==> config.mk <==
export PLATFORM = sky130hd
export DESIGN_NAME = mem_lsu
export DESIGN_NICKNAME = d
export VERILOG_FILES = /design/src/rtl/mips_mem_pkg.sv /design/src/rtl/lsu_align.sv /design/src/rtl/mem_lsu.sv
export SDC_FILE = /design/constraint.sdc
export NUM_CORES = 1
export LEC_CHECK = 0
export ABC_AREA = 1
export BUFFER_PORTS_ARGS = -buffer_cell sky130_fd_sc_hd__clkbuf_2
export CORE_AREA = 2 2 215 217
export CTS_CLUSTER_DIAMETER = 40
export DETAILED_ROUTE_END_ITERATION = 10
export DIE_AREA = 0 0 217 219
export HOLD_SLACK_MARGIN = 0.12
export PLACE_DENSITY = 0.5
export SYNTH_ARGS = -nofsm -noshare
export SYNTH_HDL_FRONTEND = slang
export SYNTH_HIERARCHICAL = 1
export SYNTH_SLANG_ARGS = --single-unit
==> constraint.sdc <==
create_clock -name clk -period 3.01 [get_ports clk]
set_clock_uncertainty 0.15 [all_clocks]
set_input_delay 0.602 -clock clk [delete_from_list [all_inputs] [get_ports clk]]
set_output_delay 0.602 -clock clk [all_outputs]
set_load 0.005 [all_outputs]
==> src/rtl/mips_mem_pkg.sv <==
// Shared types for the MIPS memory stage: memory op encoding, LSU FSM states
// and the except_type bit positions raised on address errors.
package mips_mem_pkg;

   typedef enum logic [3:0] {
      NONE = 4'd0,
      LB   = 4'd1,
      LBU  = 4'd2,
      LH   = 4'd3,
      LHU  = 4'd4,
      LW   = 4'd5,
      SB   = 4'd6,
      SH   = 4'd7,
      SW   = 4'd8
   } mem_op_t;

   typedef enum logic [2:0] {
      IDLE,
      REQ,
      WAIT,
      DONE,
      DISCARD
   } lsu_state_t;

   localparam int ADEL_BIT = 12;
   localparam int ADES_BIT = 13;

   function automatic logic is_load(input mem_op_t op);
      return (op == LB) || (op == LBU) || (op == LH) || (op == LHU) || (op == LW);
   endfunction

   function automatic logic is_store(input mem_op_t op);
      return (op == SB) || (op == SH) || (op == SW);
   endfunction

endpackage

==> src/rtl/lsu_align.sv <==
// Byte-lane steering for the LSU: store byte enables / lane replication and
// load byte/half extraction with sign or zero extension. Purely combinational.
module lsu_align
   import mips_mem_pkg::*;
(
   input  mem_op_t     op_i,
   input  logic [1:0]  off_i,
   input  logic [31:0] sdata_i,
   input  logic [31:0] rdata_i,
   output logic [3:0]  be_o,
   output logic [31:0] wdata_o,
   output logic [31:0] ldata_o
);

   logic [7:0]  rbyte;
   logic [15:0] rhalf;

   always_comb begin
      rbyte   = rdata_i[8*off_i +: 8];
      rhalf   = off_i[1] ? rdata_i[31:16] : rdata_i[15:0];
      be_o    = 4'hF;
      wdata_o = sdata_i;
      ldata_o = rdata_i;
      case (op_i)
         LB, LBU, SB: begin
            be_o    = 4'b0001 << off_i;
            wdata_o = {4{sdata_i[7:0]}};
         end
         LH, LHU, SH: begin
            be_o    = off_i[1] ? 4'b1100 : 4'b0011;
            wdata_o = {2{sdata_i[15:0]}};
         end
         default: ;
      endcase
      case (op_i)
         LB:      ldata_o = {{24{rbyte[7]}}, rbyte};
         LBU:     ldata_o = {24'b0, rbyte};
         LH:      ldata_o = {{16{rhalf[15]}}, rhalf};
         LHU:     ldata_o = {16'b0, rhalf};
         default: ;
      endcase
   end

endmodule

==> src/rtl/mem_lsu.sv <==
// MIPS MEM stage: loads/stores over an addr_ok/data_ok bus; result lands on the
// data_ok cycle, stall_req holds upstream while an access is outstanding.
module mem_lsu
   import mips_mem_pkg::*;
(
   input  logic        clk,
   input  logic        rst,
   input  logic        valid_i,
   input  logic [3:0]  memop_i,
   input  logic [31:0] mem_addr_i,
   input  logic [31:0] store_data_i,
   input  logic [4:0]  wd_i,
   input  logic        wreg_i,
   input  logic [31:0] wdata_i,
   input  logic        whilo_i,
   input  logic [31:0] hi_i,
   input  logic [31:0] lo_i,
   input  logic        cp0_we_i,
   input  logic [4:0]  cp0_waddr_i,
   input  logic [31:0] cp0_data_i,
   input  logic [31:0] except_type_i,
   input  logic        stall_i,
   input  logic        flush_i,
   output logic        data_req,
   output logic        data_wr,
   output logic [3:0]  data_be,
   output logic [31:0] data_addr,
   output logic [31:0] data_wdata,
   input  logic        data_addr_ok,
   input  logic        data_data_ok,
   input  logic [31:0] data_rdata,
   output logic        stall_req,
   output logic [4:0]  wd_o,
   output logic        wreg_o,
   output logic [31:0] wdata_o,
   output logic        whilo_o,
   output logic [31:0] hi_o,
   output logic [31:0] lo_o,
   output logic        cp0_we_o,
   output logic [4:0]  cp0_waddr_o,
   output logic [31:0] cp0_data_o,
   output logic [31:0] except_type_o,
   output logic [31:0] bad_vaddr_o
);

   lsu_state_t  state_q, state_d;
   mem_op_t     op, op_q, cur_op;
   logic [31:0] addr_q, wdata_q, buf_q;
   logic        flush_q, flush_d;
   logic        ld, st, mis, op_ok, req, stall, done_now, sup, fl, use_q;
   logic [31:0] exc_gen;
   logic [1:0]  cur_off;
   logic [3:0]  al_be;
   logic [31:0] al_wdata, al_ldata;

   assign op      = mem_op_t'(memop_i);
   assign ld      = is_load(op);
   assign st      = is_store(op);
   assign use_q   = (state_q != IDLE);
   assign cur_op  = use_q ? op_q : op;
   assign cur_off = use_q ? addr_q[1:0] : mem_addr_i[1:0];
   assign fl      = flush_i | flush_q;

   always_comb begin
      mis = 1'b0;
      case (op)
         LH, LHU, SH: mis = valid_i & mem_addr_i[0];
         LW, SW:      mis = valid_i & (|mem_addr_i[1:0]);
         default:     mis = 1'b0;
      endcase
      exc_gen = except_type_i;
      if (mis && ld) exc_gen[ADEL_BIT] = 1'b1;
      if (mis && st) exc_gen[ADES_BIT] = 1'b1;
   end

   assign op_ok = valid_i & (ld | st) & ~(|exc_gen);

   lsu_align u_align (
      .op_i    (cur_op),
      .off_i   (cur_off),
      .sdata_i (store_data_i),
      .rdata_i (data_rdata),
      .be_o    (al_be),
      .wdata_o (al_wdata),
      .ldata_o (al_ldata)
   );

   // An orphaned access (flushed after issue) still owns the bus: any new mem op
   // waits, and its writes are held off until it can actually issue.
   always_comb begin
      state_d  = state_q;
      flush_d  = 1'b0;
      req      = 1'b0;
      stall    = 1'b0;
      done_now = 1'b0;
      sup      = flush_i;
      case (state_q)
         IDLE: if (!flush_i && op_ok) begin
            req = 1'b1;
            if (data_addr_ok && data_data_ok) begin
               done_now = 1'b1;
               state_d  = stall_i ? DONE : IDLE;
            end else begin
               stall   = 1'b1;
               state_d = data_addr_ok ? WAIT : REQ;
            end
         end
         REQ: begin
            req      = 1'b1;
            flush_d  = fl & ~data_addr_ok;
            done_now = data_addr_ok & data_data_ok & ~fl;
            if (data_addr_ok && data_data_ok) state_d = (fl || !stall_i) ? IDLE : DONE;
            else if (data_addr_ok)            state_d = fl ? DISCARD : WAIT;
            if (flush_q) begin
               stall = op_ok & ~flush_i;
               sup   = flush_i | op_ok;
            end else begin
               stall = ~flush_i & ~(data_addr_ok & data_data_ok);
            end
         end
         WAIT: begin
            stall = ~flush_i & ~data_data_ok;
            if (data_data_ok) begin
               done_now = ~flush_i;
               state_d  = (flush_i || !stall_i) ? IDLE : DONE;
            end else if (flush_i) begin
               state_d = DISCARD;
            end
         end
         DONE: if (flush_i || !stall_i) state_d = IDLE;
         DISCARD: begin
            stall = op_ok & ~flush_i;
            sup   = flush_i | op_ok;
            if (data_data_ok) state_d = IDLE;
         end
         default: state_d = IDLE;
      endcase
   end

   always_ff @(posedge clk) begin
      if (!rst) begin
         state_q <= IDLE;
         flush_q <= 1'b0;
         op_q    <= NONE;
         addr_q  <= 32'b0;
         wdata_q <= 32'b0;
         buf_q   <= 32'b0;
      end else begin
         state_q <= state_d;
         flush_q <= flush_d;
         if (state_q == IDLE && req) begin
            op_q    <= op;
            addr_q  <= mem_addr_i;
            wdata_q <= al_wdata;
         end
         if (done_now) buf_q <= al_ldata;
      end
   end

   logic wen_ok;
   assign wen_ok = rst & ~(|exc_gen) & ~sup;

   assign data_req      = rst & req;
   assign data_wr       = rst & req & is_store(cur_op);
   assign data_be       = (rst && req) ? al_be : 4'b0;
   assign data_addr     = !rst ? 32'b0 :
                          use_q ? {addr_q[31:2], 2'b00} : {mem_addr_i[31:2], 2'b00};
   assign data_wdata    = !rst ? 32'b0 : (state_q == REQ) ? wdata_q : al_wdata;
   assign stall_req     = rst & stall;
   assign wd_o          = rst ? wd_i : 5'b0;
   assign wreg_o        = wen_ok & wreg_i;
   assign wdata_o       = !rst ? 32'b0 :
                          (done_now && is_load(cur_op)) ? al_ldata :
                          (state_q == DONE && is_load(op_q)) ? buf_q : wdata_i;
   assign whilo_o       = wen_ok & whilo_i;
   assign hi_o          = rst ? hi_i : 32'b0;
   assign lo_o          = rst ? lo_i : 32'b0;
   assign cp0_we_o      = wen_ok & cp0_we_i;
   assign cp0_waddr_o   = rst ? cp0_waddr_i : 5'b0;
   assign cp0_data_o    = rst ? cp0_data_i : 32'b0;
   assign except_type_o = rst ? exc_gen : 32'b0;
   assign bad_vaddr_o   = (rst && mis) ? mem_addr_i : 32'b0;

endmodule

* Word-level counts from Yosys, hierarchy flattened
Index checks and enable logic that the tools add are counted.
W data, S select, Z words.
** Cells by class
- Multiplexer cells :: 51
- Shift operators :: 2
- Bitwise logic cells :: 28
- Eq/ne operators :: 30
- Reductions and logical operators :: 39
** Operators by type and width (count)
- $mux W32 :: 12
- $pmux W32 S4 :: 1
- $pmux W32 S2 :: 1
- $eq A4 B3 Y1 const B :: 10
- $reduce_or A32 Y1 :: 1
- $shiftx A32 B6 Y8 :: 1
- $eq A4 B2 Y1 const B :: 6
- $mux W3 :: 8
- $and A1 B1 Y1 :: 18
- $logic_or A1 B1 Y1 :: 18
- $mux W16 :: 1
- $pmux W3 S5 :: 1
- $eq A4 B1 Y1 const B :: 3
- $mux W2 :: 6
- $mux W4 :: 3
- $mux W1 :: 10
- $mux W5 :: 2
- $logic_and A1 B1 Y1 :: 9
- $reduce_or A3 Y1 :: 3
- $eq A4 B4 Y1 const B :: 2
- $pmux W4 S2 :: 1
- $not A1 Y1 :: 7
- $eq A3 B2 Y1 const B :: 2
- $ne A2 B2 Y1 const B :: 3
- 14 further kinds :: 21
** Word-level totals
- Input port bits :: 280
- Output and inout port bits :: 276
- Register bits after elaboration :: 104
- Word-level logic and storage cells :: 156

* Depth between registers and ports, before layout
Gate-level depths: netlist of the first run.
- Word-level depth :: 16
- Gate-level depth with buffers :: 18
- Gate-level depth less buffers :: 16

* Modules after synthesis
Netlist of the first run, hierarchy kept.
** Modules (own cells, without submodules)
- mem_lsu :: seq. area each 2082.0 um2, area an instance 7622.3 um2, times used 1, cells an instance 1291
- lsu_align :: seq. area each 0.0 um2, area an instance 1692.9 um2, times used 1, cells an instance 364

* Worst setup path after synthesis of the first run
No wires, ideal clock.
- Kind :: register to output
- Start point :: register state_q[1]
- End point :: output wdata_o[0]
- Data required time :: 2.258 ns
- Path buffers :: 4
- Path slack :: 0.163 ns
- Stages on the path, launching flop included :: 15
- Arrival time :: 2.095 ns
- Cell sequence :: dfxtp_1 -> nor2_1 -> nand2_1 -> buf_2 -> clkbuf_1 -> o21ai_0 -> buf_2 -> clkbuf_1 -> nand2_1 -> nand2_1 -> nand2_1 -> nand3_1 -> nand3b_1 -> nand2_1 -> nor2_1
** On the way
- Elaborated cells on any way between the ends :: 25
- Those cells by class :: eq/ne: 8; shift: 1; mux: 8; reduce/logical: 8
** RTL lines
- from (decl) :: line mem_lsu.sv:46 : lsu_state_t state_q, state_d;
- from (signal assigned) :: line mem_lsu.sv:149 : state_q <= state_d;
- $reduce_bool A3 Y1 (*) :: line mem_lsu.sv:59 : assign use_q = (state_q != IDLE);
- $mux W2 (*) :: line mem_lsu.sv:61 : assign cur_off = use_q ? addr_q[1:0] : mem_addr_i[1:0];
- net cur_off[1] :: line mem_lsu.sv:52 : logic [1:0] cur_off;
- $shiftx A32 B6 Y8 or $mux W16 (tied branches) :: line lsu_align.sv:19, lsu_align.sv:20
- $pmux W32 S4 (*) :: line lsu_align.sv:35 : case (op_i)
- net al_ldata[0] :: line mem_lsu.sv:54 : logic [31:0] al_wdata, al_ldata;
- $mux W32 (*) :: line mem_lsu.sv:173 : (done_now && is_load(cur_op)) ? al_ldata :
- $mux W32 (*) :: line mem_lsu.sv:172 : assign wdata_o = !rst ? 32'b0 :
- to (decl) :: line mem_lsu.sv:35 : output logic [31:0] wdata_o,
Mark *: on every way through the listed nets, which the timed path passes. The rest lies on a longest branch.

* Final worst setup path of the first run
- Start point :: register state_q[1]
- End point :: output data_wdata[11]
** On the way
- Word-level cells in the longest chain between the ends :: 7
- Elaborated cells on any way between the ends :: 14
- Those cells by class :: eq/ne: 7; mux: 4; reduce/logical: 3
** Ends and longest elaborated chain
- $reduce_bool A3 Y1 (*) :: line mem_lsu.sv:59
- $mux W4 (*) :: line mem_lsu.sv:60 : assign cur_op = use_q ? op_q : op;
- net cur_op[2] :: line mem_lsu.sv:47 : mem_op_t op, op_q, cur_op;
- $eq A4 B3 Y1 (tied with other cells) :: line lsu_align.sv:24 : case (op_i)
- $reduce_or A3 Y1 :: line lsu_align.sv:24
- $pmux W32 S2 (*) :: line lsu_align.sv:24
- net al_wdata[11] :: line mem_lsu.sv:54
- $mux W32 (*) (2 in a row) :: line mem_lsu.sv:168 : assign data_wdata = !rst ? 32'b0 : (state_q == REQ) ? wdata_q : al_wdata;
- to (decl) :: line mem_lsu.sv:28 : output logic [31:0] data_wdata,
Marks and branches as above.

==> Implementation_results.wiki, run 1 <==
{| class="wikitable"
! Metric !! Value
|-
| Fraction of registers with async set or reset after synthesis || 0%
|-
| DRC Markers || 0
|-
| Mapped Area || roughly 9300 um2
|-
| Total routing usage reported by global routing || around 17%
|-
| Max Fanout on Critical Path || 8
|-
| Fraction of final layout cells sized beyond drive strength 1 || between 40% and 50%
|-
| Detailed Routing Iterations Pass 1 || 5
|-
| Register area share after synthesis || between 20% and 30%
|-
| Average wire per cell in the routed design || between 15 and 20 um
|-
| Least-Margin Pin Slew || ~0.54 ns
|-
| Clock H-tree levels || 3
|-
| Violated checks || negative setup slack
|-
| Number of buffers inserted by hold repair at cts || 0
|-
| Worst path required time || about 2.3 ns
|-
| Power density over the cells || around 750 nW/um2
|-
| Area occupied by multi-input gates || around 6700 um2
|-
| Number of cells in the finished layout apart from fillers || about 2900
|-
| Final-report max-slew violation count || 0
|-
| Post-synthesis cell type with the largest combined area || dfxtp_1
|-
| # setup viols final || 66
|-
| Most used cells in the layout excluding fill and tap cells || 496 x clkbuf_2, 351 x nand2_1, 259 x inv_1
|-
| CTS buffer count || 9
|-
| Min Tclk post-route || roughly 3.4 ns
|-
| Synth top area share || 22.35%
|-
| Static leakage || 8.695 nW
|-
| Slowest cell on the critical path || dfxtp_2
|-
| Clock tree from TritonCTS || yes
|-
| Clock transition at the registers of the reported paths || roughly 0.080 ns
|-
| Final weighted congestion of routability-driven global placement || ~0.9
|-
| Cell with the most instances on the worst path || buf_6
|-
| Status || finished with violations
|-
| Worst-skew pair later-pin latency || 0.37 ns
|-
| Type of the worst setup path || flip-flop to output pin
|-
| EDFF count, synth || 0
|-
| Max-cap check violation count || 0
|-
| Sequential cell area || 2086 um2
|-
| Element type at the critical path start || flip-flop
|-
| Overflow after GRT || 0
|-
| Number of clock sinks || about 100
|-
| Peak Freq || 296.4 MHz
|-
| Family of cells with the greatest summed delay on the critical path || buffers and inverters
|-
| Final Net Count || about 2600
|-
| Most area-consuming cells after synthesis || dfxtp_1 22%, nand2_1 17%, inv_1 11%
|-
| Count of filler cells inserted in the layout || approximately 5000
|-
| Flop and latch count out of synthesis || 104
|-
| CP cell instances || nor2_4 -> nand2_4 -> buf_6 -> o21ai_4 -> inv_2 -> buf_6 -> a21oi_4 -> buf_6 -> buf_6 -> nand3_2 -> nand2_2 -> inv_2 -> nand2_2 -> o21ai_2 -> a21oi_2 -> buf_2
|-
| Clock root buffer || clkbuf_16
|-
| Peak supply drop || between 0.4 and 0.5 mV
|-
| Instance count after placement with tap cells included || roughly 2800
|-
| Core Util, Final || a little over a third
|-
| Initial core utilization || between 20% and 30%
|-
| Dominant register cell in the synthesized netlist || dfxtp_1
|-
| Worst Hold Class || flip-flop to flip-flop
|-
| Number of port buffers || between 500 and 600
|-
| PnR worst setup slack || -0.3642 ns
|-
| Global-route wire length before repair || 62.71 mm
|-
| Row cnt || between 70 and 80
|-
| Number of antenna-violating nets in the routed design || 0
|-
| Number of hold violations in the final report || 0
|-
| Chip height || around 220 um
|-
| Syn. warnings || 6
|-
| RSZ-0062 raised after global routing || yes
|-
| Post-synthesis cell type count || 38
|-
| Arrival time at the worst endpoint || about 2.6 ns
|-
| Worst max-slew margin expressed relative to the limit || 63.90%
|-
| Core Box Area || between 40000 and 50000 um2
|-
| Area enclosed by the die boundary || ~48000 um2
|-
| Area grow syn2layout || 70.01%
|-
| Buffering stage count on the worst path with inverters included || 7
|-
| Via count of the first global-routing pass || ~12000
|-
| Via count || between 10000 and 15000
|-
| Post-Syn Instances || between 1500 and 2000
|-
| Total length of routed wires || approximately 44 mm
|-
| Delay of the slowest cell on the worst path || 0.34 ns
|-
| Syn avg cell area || between 5 and 6 um2
|-
| Endpoint kind of the worst setup timing path || output pin
|-
| Pin count of the biggest net entering global routing || 130
|-
| Final HPWL from detailed placement || 32.23 mm
|-
| Initial antenna violation count || 7
|-
| Most common library cell in the layout ignoring fill and taps || clkbuf_2
|-
| Final Cycle Share || 112.1%
|-
| I/O pins || between 500 and 600
|-
| Die Span X || 217 um
|-
| Post-DR vias/cell || approximately 4.4
|-
| Initial detailed-routing violation count || about 740
|-
| CTS max path bufs || 2
|}
==> kinds of logic after synthesis <==
logic type | synth area share (%)
flops | 22.35
simple gates | 35.14
buf+inv | 18.70
mux | 3.855
other cells | 0.04026
compound gates | 19.92
==> synth_stat cells, types with 2 or more instances <==
cell type,count
nor3_1,4
nand2_4,3
buf_6,12
buf_2,30
mux2_2,31
buf_4,13
inv_1,279
or2_2,2
o22ai_1,2
nand3_2,3
buf_1,4
nor2_2,2
nand3b_1,31
nand4_1,34
o21ai_0,143
inv_2,4
o21ai_1,2
clkbuf_1,71
nand3_1,111
nor2_1,129
a21oi_2,12
dfxtp_1,104
nand2_2,9
a21oi_1,193
nand2_1,413
nor2_4,2
==> metal layers <==
layer	vias to the layer above	routed length [um]	global-route usage, %
met3	67	2456	3.188
met4	6	1285	5.868
met2	438	21990	28.95
met5	-	35	0
met1	5815	18270	20.53
li1	6467	-	-
==> final timing paths <==
path	from	end	slack [ns]	depth (start not counted)
hold reg to reg	addr_q[3]$_SDFFE_PN0P_	addr_q[3]$_SDFFE_PN0P_	0.30	2
hold / removal	addr_q[3]$_SDFFE_PN0P_	addr_q[3]$_SDFFE_PN0P_	0.30	2
setup reg to reg	state_q[1]$_SDFFE_PN0P_	wdata_q[29]$_SDFFE_PN0P_	0.51	12
setup / recovery	state_q[1]$_SDFFE_PN0P_	data_wdata[11]	-0.36	16
==> flip-flops by register name, indices dropped and copies added, names as in the netlist <==
signal,count
state_q,3
flush_q,1
buf_q,32
addr_q,32
op_q,4
wdata_q,32
==> layout make-up <==
type	count	share of cell area [%]
clock buffers	10	1.509
inverters	283	6.858
clock inverters	6	0.4108
well taps	600	4.740
repair buffers	740	31.25
diodes	4	0.06321
flip-flops and latches	104	13.17
multi-input cells	1140	42.00
==> worst register-to-register path: stages, from the launching register on <==
cell and delay, ns:
dfxtp_2 0.34, nor2_4 0.14, nand2_4 0.09, buf_6 0.15
buf_4 0.12, buf_4 0.13, inv_1 0.23, nand2_4 0.11
buf_6 0.13, buf_4 0.13, buf_12 0.19, o21ai_0 0.40
a21oi_1 0.06
==> what timing repair did <==
| action | CTS | global route |
|---|---|---|
| buffers inserted | 12 | 28 |
| endpoints found under the setup margin | 66 | 67 |
| hold endpoints to repair | 0 | 0 |
| pin swaps | 36 | 125 |
| resized for setup | 164 | 269 |
| cloned | 7 | 11 |
==> stage by stage <==
| stage | setup WS (ns) | instance area (um2) | power, mW | setup TNS (ns) | hold WS, ns |
|---|---|---|---|---|---|
| final | -0.3642 | 15840 | 11.88 | -16.85 | 0.3004 |
| after global routing | -0.4969 | 15840 | 12.69 | -27.39 | 0.3285 |
| after CTS | -0.3436 | 14600 | 10.12 | -16.96 | 0.3037 |
| after detailed placement | -0.5808 | 13520 | 7.831 | -19.26 | 0.2930 |
| after global placement | -0.6000 | 13520 | 7.797 | -19.75 | 0.2867 |
| after floorplan | 0.1634 | 9319 | 4.829 | 0 | 0.2797 |
==> power breakdown <==
| group | total, mW | internal, mW | switching, mW |
|---|---|---|---|
| Clock | 1.27 | 0.614 | 0.652 |
| Sequential | 1.48 | 1.44 | 0.0396 |
| Combinational | 9.14 | 4.11 | 5.03 |
(Power assumes the default switching activity.)
==> run 2, diff against run 1 <==
- ABC_AREA: 1 -> default
- CORE_AREA: 2 2 215 217 -> 2 2 218 220
- DIE_AREA: 0 0 217 219 -> 0 0 220 222
- PLACE_DENSITY: 0.5 -> 0.43
- TNS_END_PERCENT: default -> 50
==> run 2 against run 1 <==
The flow still finishes with violations (negative setup slack); largest power group is now registers; worst setup slack got worse by 0.24 ns; sequential cell count stayed put; core utilization fell by 4.4 points; sequential power decreased by 7%; first-iteration DRC count down 26%; combinational power down 86%; critical endpoint is now wdata_o[2]; die area up 2.8%; total power fell by 66%.
==> Implementation_results.wiki, run 2 <==
{| class="wikitable"
! Metric !! Value
|-
| Synthesized-area fraction occupied by ao, oa, aoi and oai cells || 12.12%
|-
| Worst path required time || about 2.3 ns
|-
| Syn avg cell area || 7.213 um2
|-
| Post-Syn Instances || roughly 1200
|-
| Initial antenna violation count || 1
|-
| Via count || around 11000
|-
| Detailed Routing Iterations Pass 1 || 5
|-
| Clock H-tree levels || 3
|-
| Static leakage || 7.636 nW
|-
| Worst-skew pair later-pin latency || about 0.38 ns
|-
| CTS buffer count || 9
|-
| Register area share after synthesis || a little under a quarter
|-
| Mapped Area || 8886 um2
|-
| Peak supply drop || about 0.25 mV
|-
| Synthesized-area fraction occupied by xor and xnor cells || less than 1%
|-
| Synth Area in Adders || 0%
|-
| Initial detailed-routing violation count || around 540
|-
| Number of hold violations in the final report || 0
|-
| CTS max path bufs || 2
|-
| Final Net Count || ~2100
|-
| Flop and latch count out of synthesis || around 100
|-
| Worst Hold Class || flip-flop to flip-flop
|-
| RSZ-0062 raised after global routing || yes
|-
| Most common library cell in the layout ignoring fill and taps || clkbuf_2
|-
| Final HPWL from detailed placement || between 30 and 40 mm
|-
| Min Tclk post-route || around 3.6 ns
|-
| Largest registers || addr_q: 32 flops, buf_q: 32 flops, wdata_q: 32 flops
|-
| EDFF count, synth || 0
|-
| Average wire per cell in the routed design || between 15 and 20 um
|-
| Final Cycle Share || 120.2%
|-
| Overflow after GRT || 0
|-
| Number of buffers inserted by hold repair at cts || 0
|-
| Arrival time at the worst endpoint || 2.87 ns
|-
| Instance count after placement with tap cells included || 2374
|-
| Status || finished with violations
|-
| Clock tree from TritonCTS || yes
|-
| Pin count of the biggest net entering global routing || between 70 and 80
|-
| Dominant register cell in the synthesized netlist || dfxtp_1
|-
| Max Fanout on Critical Path || 5
|-
| # setup viols final || between 60 and 70
|-
| Endpoint kind of the worst setup timing path || output pin
|-
| Multiplexer share of the synthesized area || between 20% and 30%
|-
| Most used standard cell by instance count after synthesis || nand2_1
|-
| Fraction of final layout cells sized beyond drive strength 1 || about half
|-
| DRC Markers || 0
|-
| Simple-gate area share of the yosys netlist || between 30% and 40%
|-
| Via count of the first global-routing pass || just over 10000
|-
| Post-synthesis cell type with the largest combined area || dfxtp_1
|-
| Number of cells on the worst reg-to-reg path || 20
|-
| Area enclosed by the die boundary || slightly below 50000 um2
|-
| I/O pins || ~560
|-
| Die Span X || 220 um
|-
| Final-report max-slew violation count || 0
|-
| Most used cells in the layout excluding fill and tap cells || 540 x clkbuf_2, 353 x nand2_1, 141 x and2_1
|-
| Post-placement worst setup slack || -0.5616 ns
|-
| Core Box Area || approximately 46000 um2
|-
| Total routing usage reported by global routing || 16.72%
|-
| Final weighted congestion of routability-driven global placement || 0.9330
|-
| Area grow syn2layout || 60.10%
|-
| Peak Freq || approximately 280 MHz
|-
| Synth top area share || 23.43%
|-
| Most area-consuming cells after synthesis || dfxtp_1 23%, nand2_1 17%, mux2i_1 15%
|-
| Number of port buffers || around 550
|-
| Number of antenna-violating nets in the routed design || 0
|-
| Clock root buffer || clkbuf_16
|-
| Chip height || approximately 220 um
|-
| Clock transition at the registers of the reported paths || around 0.08 ns
|-
| Row cnt || 79
|-
| Max-cap check violation count || 0
|-
| Element type at the critical path start || flip-flop
|-
| Type of the worst setup path || flip-flop to output pin
|-
| Violated checks || negative setup slack
|-
| Post-synthesis cell type count || 60
|-
| Number of clock sinks || ~100
|-
| Synth top cells by count || 403 x nand2_1, 141 x and2_1, 133 x mux2i_1
|-
| Initial core utilization || about a fifth
|-
| Global-route wire length before repair || slightly above 60 mm
|-
| Power density over the cells || 280.3 nW/um2
|-
| Fraction of registers with async set or reset after synthesis || 0%
|-
| Number of cells in the finished layout apart from fillers || 2451
|-
| Post-DR vias/cell || 4.434
|-
| Instance count along the most critical hold path || 2
|-
| Number of inserted diodes || 0
|-
| Largest family of logic cells by synthesized area || simple AND/OR/NAND/NOR gates
|-
| Total length of routed wires || about 43 mm
|-
| Syn. warnings || 6
|-
| PnR worst setup slack || -0.6085 ns
|}
==> run 2: cell count changes after synthesis, sizes merged, moves of 16 or more <==
cell / change
inv: -269
nor2: -126
buf: -20
and3: +42
a21o: +18
nand4: -30
nand3b: -31
mux2i: +132
a21oi: -126
nand3: -113
nand2: -22
o21ai: -127
a221o: +16
and2: +140
==> run 2: stage by stage <==
stage	power, mW	util (%)	area [um2]	setup TNS, ns	hold WS, ns
3_5_place_dp	2.553	27.96	12930	-27.38	0.3018
5_1_grt	4.206	30.75	14230	-43.81	0.2977
3_3_place_gp	2.551	27.96	12930	-33.59	0.2948
6_report	3.988	30.75	14230	-34.10	0.3074
4_1_cts	4.014	30.07	13910	-36.04	0.2796
2_1_floorplan	1.925	-	9112	-11.46	0.2857
==> run 2: final timing paths <==
check | slack (ns) | to | from
worst max-delay path | -0.61 | wdata_o[2] | state_q[0]$_SDFFE_PN0P_
worst min-delay path | 0.31 | buf_q[5]$_SDFFE_PN0P_ | buf_q[5]$_SDFFE_PN0P_
worst max register to register | -0.55 | buf_q[5]$_SDFFE_PN0P_ | state_q[1]$_SDFFE_PN0P_
worst min register to register | 0.31 | buf_q[5]$_SDFFE_PN0P_ | buf_q[5]$_SDFFE_PN0P_
==> run 2: cell families (layout without fill, tap and decap cells) <==
family,count (synthesis),in the layout
xor gates and xnor gates,3,3
DFF,104,104
and+or+nand+nor,639,640
buffers and inverters,138,747
muxes,183,183
AOI/OAI and AO/OA,164,165
other,1,2
==> run 2: area by class of cell <==
| class | instances | area (um2) |
|---|---|---|
| fillers | 5078 | 32030 |
| multi-input cells | 993 | 6701 |
| repair buffers | 717 | 4309 |
| flip-flops and latches | 104 | 2087 |
| well taps | 607 | 759.5 |
| clock buffers | 9 | 225.2 |
| clock inverters | 7 | 86.33 |
| inverters | 14 | 57.56 |
==> run 2: what timing repair did <==
action                                  in CTS  in global routing
pin swaps                                   40                 16
gates cloned                                 2                  1
resized for setup                           81                 67
endpoints found under the setup margin      70                 72
setup buffers                               47                 12
==> run 2: where the power goes <==
part | switching, mW | internal (mW)
sequential | 0.0000000000247 | 1.37
clock | 0.652 | 0.665
combinational | 0.645 | 0.652
total | 1.30 | 2.69
==> run 2: worst max-delay path, stage by stage (launching register included) <==
cell and delay [ns]:
dfxtp_2 0.34, buf_6 0.11, nor3_4 0.24, buf_4 0.16
buf_6 0.10, nand2_4 0.05, nand2_4 0.10, buf_12 0.12
buf_4 0.13, mux4_1 0.28, and3_1 0.20, a221o_1 0.35
nand2_2 0.10, mux2i_1 0.07, clkbuf_2 0.12
==> run 2: layer usage <==
metal  global-route usage (%)  wire (um)
met3                    5.473       3517
met4                    3.118        576
met1                    23.02      20170
met5                        0         13
met2                    25.44      18790
==> run 3, diff against run 2 <==
- CORE_AREA: 2 2 218 220 -> 2 2 215 217
- DIE_AREA: 0 0 220 222 -> 0 0 217 219
- PLACE_DENSITY: 0.43 -> 0.44
==> run 3 against run 2 <==
The flow still finishes with violations (negative setup slack); sequential cell count stayed put; non-clock buffer count rose by 3; clock power down 6%; critical path type unchanged; critical endpoint is now data_wdata[29]; largest cell class unchanged; maximum frequency is 0.43% higher; register-to-register slack gained 0.20 ns; cell area rose by 0.87%; via count grew 1.2%.
==> Implementation_results.wiki, run 3 (synthesis gave the netlist of run 2 again) <==
{| class="wikitable"
! Metric !! Value
|-
| Status || finished with violations
|-
| Violated checks || negative setup slack
|-
| Final Cycle Share || 119.7%
|-
| Clock tree from TritonCTS || yes
|-
| Overflow after GRT || 0
|-
| Fraction of final layout cells sized beyond drive strength 1 || 49.89%
|-
| Area occupied by multi-input gates || 6723 um2
|-
| Worst-skew pair later-pin latency || approximately 0.40 ns
|-
| Endpoint kind of the worst setup timing path || output pin
|-
| Via count || 11000
|-
| Least-Margin Pin Slew || between 0.7 and 0.8 ns
|-
| Routed length on met1 || 21.46 mm
|-
| Average wire per cell in the routed design || 18.87 um
|-
| DRC Markers || 0
|-
| Post-DR vias/cell || 4.493
|-
| Final weighted congestion of routability-driven global placement || about 0.9
|-
| Core Box Area || ~45000 um2
|-
| Initial detailed-routing violation count || 678
|-
| Area enclosed by the die boundary || ~48000 um2
|-
| Met2 WL post-DR || 20.55 mm
|-
| Pin count of the biggest net entering global routing || 83
|-
| Number of antenna-violating nets in the routed design || 0
|-
| Number of cells in the finished layout apart from fillers || roughly 2400
|-
| Net Sw Frac || between 30% and 40%
|-
| I/O pins || between 500 and 600
|-
| Most used cells in the layout excluding fill and tap cells || 537 x clkbuf_2, 343 x nand2_1, 141 x and2_1
|-
| Worst max-slew margin expressed relative to the limit || 52.06%
|-
| Initial core utilization || 19.71%
|-
| Final Net Count || ~2100
|-
| Clock transition at the registers of the reported paths || roughly 0.080 ns
|-
| Worst path required time || between 2 and 2.5 ns
|-
| Number of port buffers || 553
|-
| Number of clock sinks || 104
|-
| Min Hold Slack || approximately 0.3 ns
|-
| Peak supply drop || slightly above 0.2 mV
|-
| Clock root buffer || clkbuf_16
|-
| Topmost layer with routed signal wires || met5
|-
| Total routing usage reported by global routing || 18.36%
|-
| Instance count along the most critical hold path || 3
|-
| Chip height || 219 um
|-
| Reg power frac || 34.9%
|-
| Power dissipated by switching net loads || between 1 and 1.5 mW
|-
| # setup viols final || 68
|-
| Max-cap check violation count || 0
|-
| Most common library cell in the layout ignoring fill and taps || clkbuf_2
|-
| Number of buffers inserted by hold repair at cts || 0
|-
| Arrival time at the worst endpoint || around 2.9 ns
|-
| Row cnt || between 70 and 80
|-
| Worst Hold Class || primary input to flip-flop
|-
| Type of the worst setup path || flip-flop to output pin
|-
| Static leakage || ~7.7 nW
|-
| Clock H-tree levels || 3
|-
| Final-report max-slew violation count || 0
|-
| Min Tclk post-route || ~3.6 ns
|-
| Number of hold violations in the final report || 0
|-
| Detailed Routing Iterations Pass 1 || 5
|-
| WL met3 || roughly 3.4 mm
|-
| Max Fanout on Critical Path || 8
|-
| PnR worst setup slack || -0.5931 ns
|-
| Via count of the first global-routing pass || 10224
|-
| Total length of routed wires || between 40 and 50 mm
|-
| Internal Power || 2.624 mW
|-
| Power density over the cells || 274.5 nW/um2
|-
| Number of cells on the worst reg-to-reg path || 19
|-
| Sequential cell area || between 2000 and 2500 um2
|-
| RSZ-0062 raised after global routing || yes
|-
| Instance count after placement with tap cells included || about 2400
|-
| Count of filler cells inserted in the layout || roughly 5000
|-
| CTS buffer count || 9
|-
| Global-route wire length before repair || between 60 and 70 mm
|-
| Area grow syn2layout || 61.49%
|-
| Proportion of power drawn by the clock network || 31.6%
|-
| Die Span X || roughly 220 um
|-
| Combinational fraction of design power || approximately a third
|-
| Largest registers || addr_q: 32 flops, buf_q: 32 flops, wdata_q: 32 flops
|-
| CTS max path bufs || 2
|-
| Final HPWL from detailed placement || 35.78 mm
|-
| Peak Freq || approximately 280 MHz
|-
| Initial antenna violation count || 5
|-
| Element type at the critical path start || flip-flop
|}
## run 3: changes by cell type in the layout (fill, tap and decap cells not counted), sizes merged
cell,previous run,this run
inv,18,16
nand2,404,403
clkinvlp,0,2
diode,0,2
bufinv,1,0
buf,175,179
## run 3: cell type report
class	count	area share, %
Antenna cell	2	0.03488
Clock buffer	10	1.665
Clock inverter	6	0.3575
Inverter	14	0.3836
Multi-Input combinational cell	992	46.85
Sequential cell	104	14.53
Tap cell	600	5.231
Timing Repair Buffer	720	30.94
## run 3: layer usage
layer  track usage (%)  up-vias
li1                  -     5356
met1             25.41     5193
met2             28.48      420
met3             4.948       27
met4             3.744        4
met5                 0        -
## run 3: metrics by stage
| stage | setup TNS (ns) | worst slack, ns | util (%) | instance area, um2 | total power, mW |
|---|---|---|---|---|---|
| after floorplan | -11.46 | -0.2804 | - | 9112 | 1.925 |
| after global placement | -25.96 | -0.4944 | 29.01 | 13080 | 2.592 |
| after detailed placement | -27.01 | -0.5325 | 29.01 | 13080 | 2.594 |
| after CTS | -32.62 | -0.6514 | 30.55 | 13780 | 3.937 |
| after global routing | -39.85 | -0.7167 | 31.82 | 14350 | 4.149 |
| final | -31.16 | -0.5931 | 31.83 | 14350 | 3.940 |
## run 3: power groups by stage
stage / clock (mW) / combinational [mW] / sequential (mW)
2_1_floorplan: 0 / 0.519 / 1.41
3_3_place_gp: 0 / 1.19 / 1.41
3_5_place_dp: 0 / 1.19 / 1.41
4_1_cts: 1.31 / 1.26 / 1.37
5_1_grt: 1.34 / 1.43 / 1.37
6_report: 1.24 / 1.32 / 1.37
## run 3: critical path, stage by stage, from the launching register on
cell,delay (ns)
dfxtp_2,0.33
or3_4,0.44
nand2_4,0.11
nand2_8,0.07
buf_6,0.11
or3b_4,0.37
a21oi_4,0.23
buf_12,0.18
buf_4,0.12
nand2_4,0.05
nand2_4,0.07
nand2_1,0.06
a21oi_2,0.14
buf_2,0.16
## run 3: path summary, 6_finish.rpt
path | start | endpoint | slack, ns
worst max-delay path | state_q[0]$_SDFFE_PN0P_ | data_wdata[29] | -0.59
worst min-delay path | mem_addr_i[13] | addr_q[13]$_SDFFE_PN0P_ | 0.30
worst max register to register | state_q[0]$_SDFFE_PN0P_ | buf_q[5]$_SDFFE_PN0P_ | -0.35
worst min register to register | buf_q[12]$_SDFFE_PN0P_ | buf_q[12]$_SDFFE_PN0P_ | 0.31
## run 3: what timing repair did
item	4_1_cts	5_1_grt
cloned	1	5
setup buffers	23	20
pin swaps	21	34
setup endpoints to repair	76	76
hold endpoints to repair	0	0
resized for setup	70	97
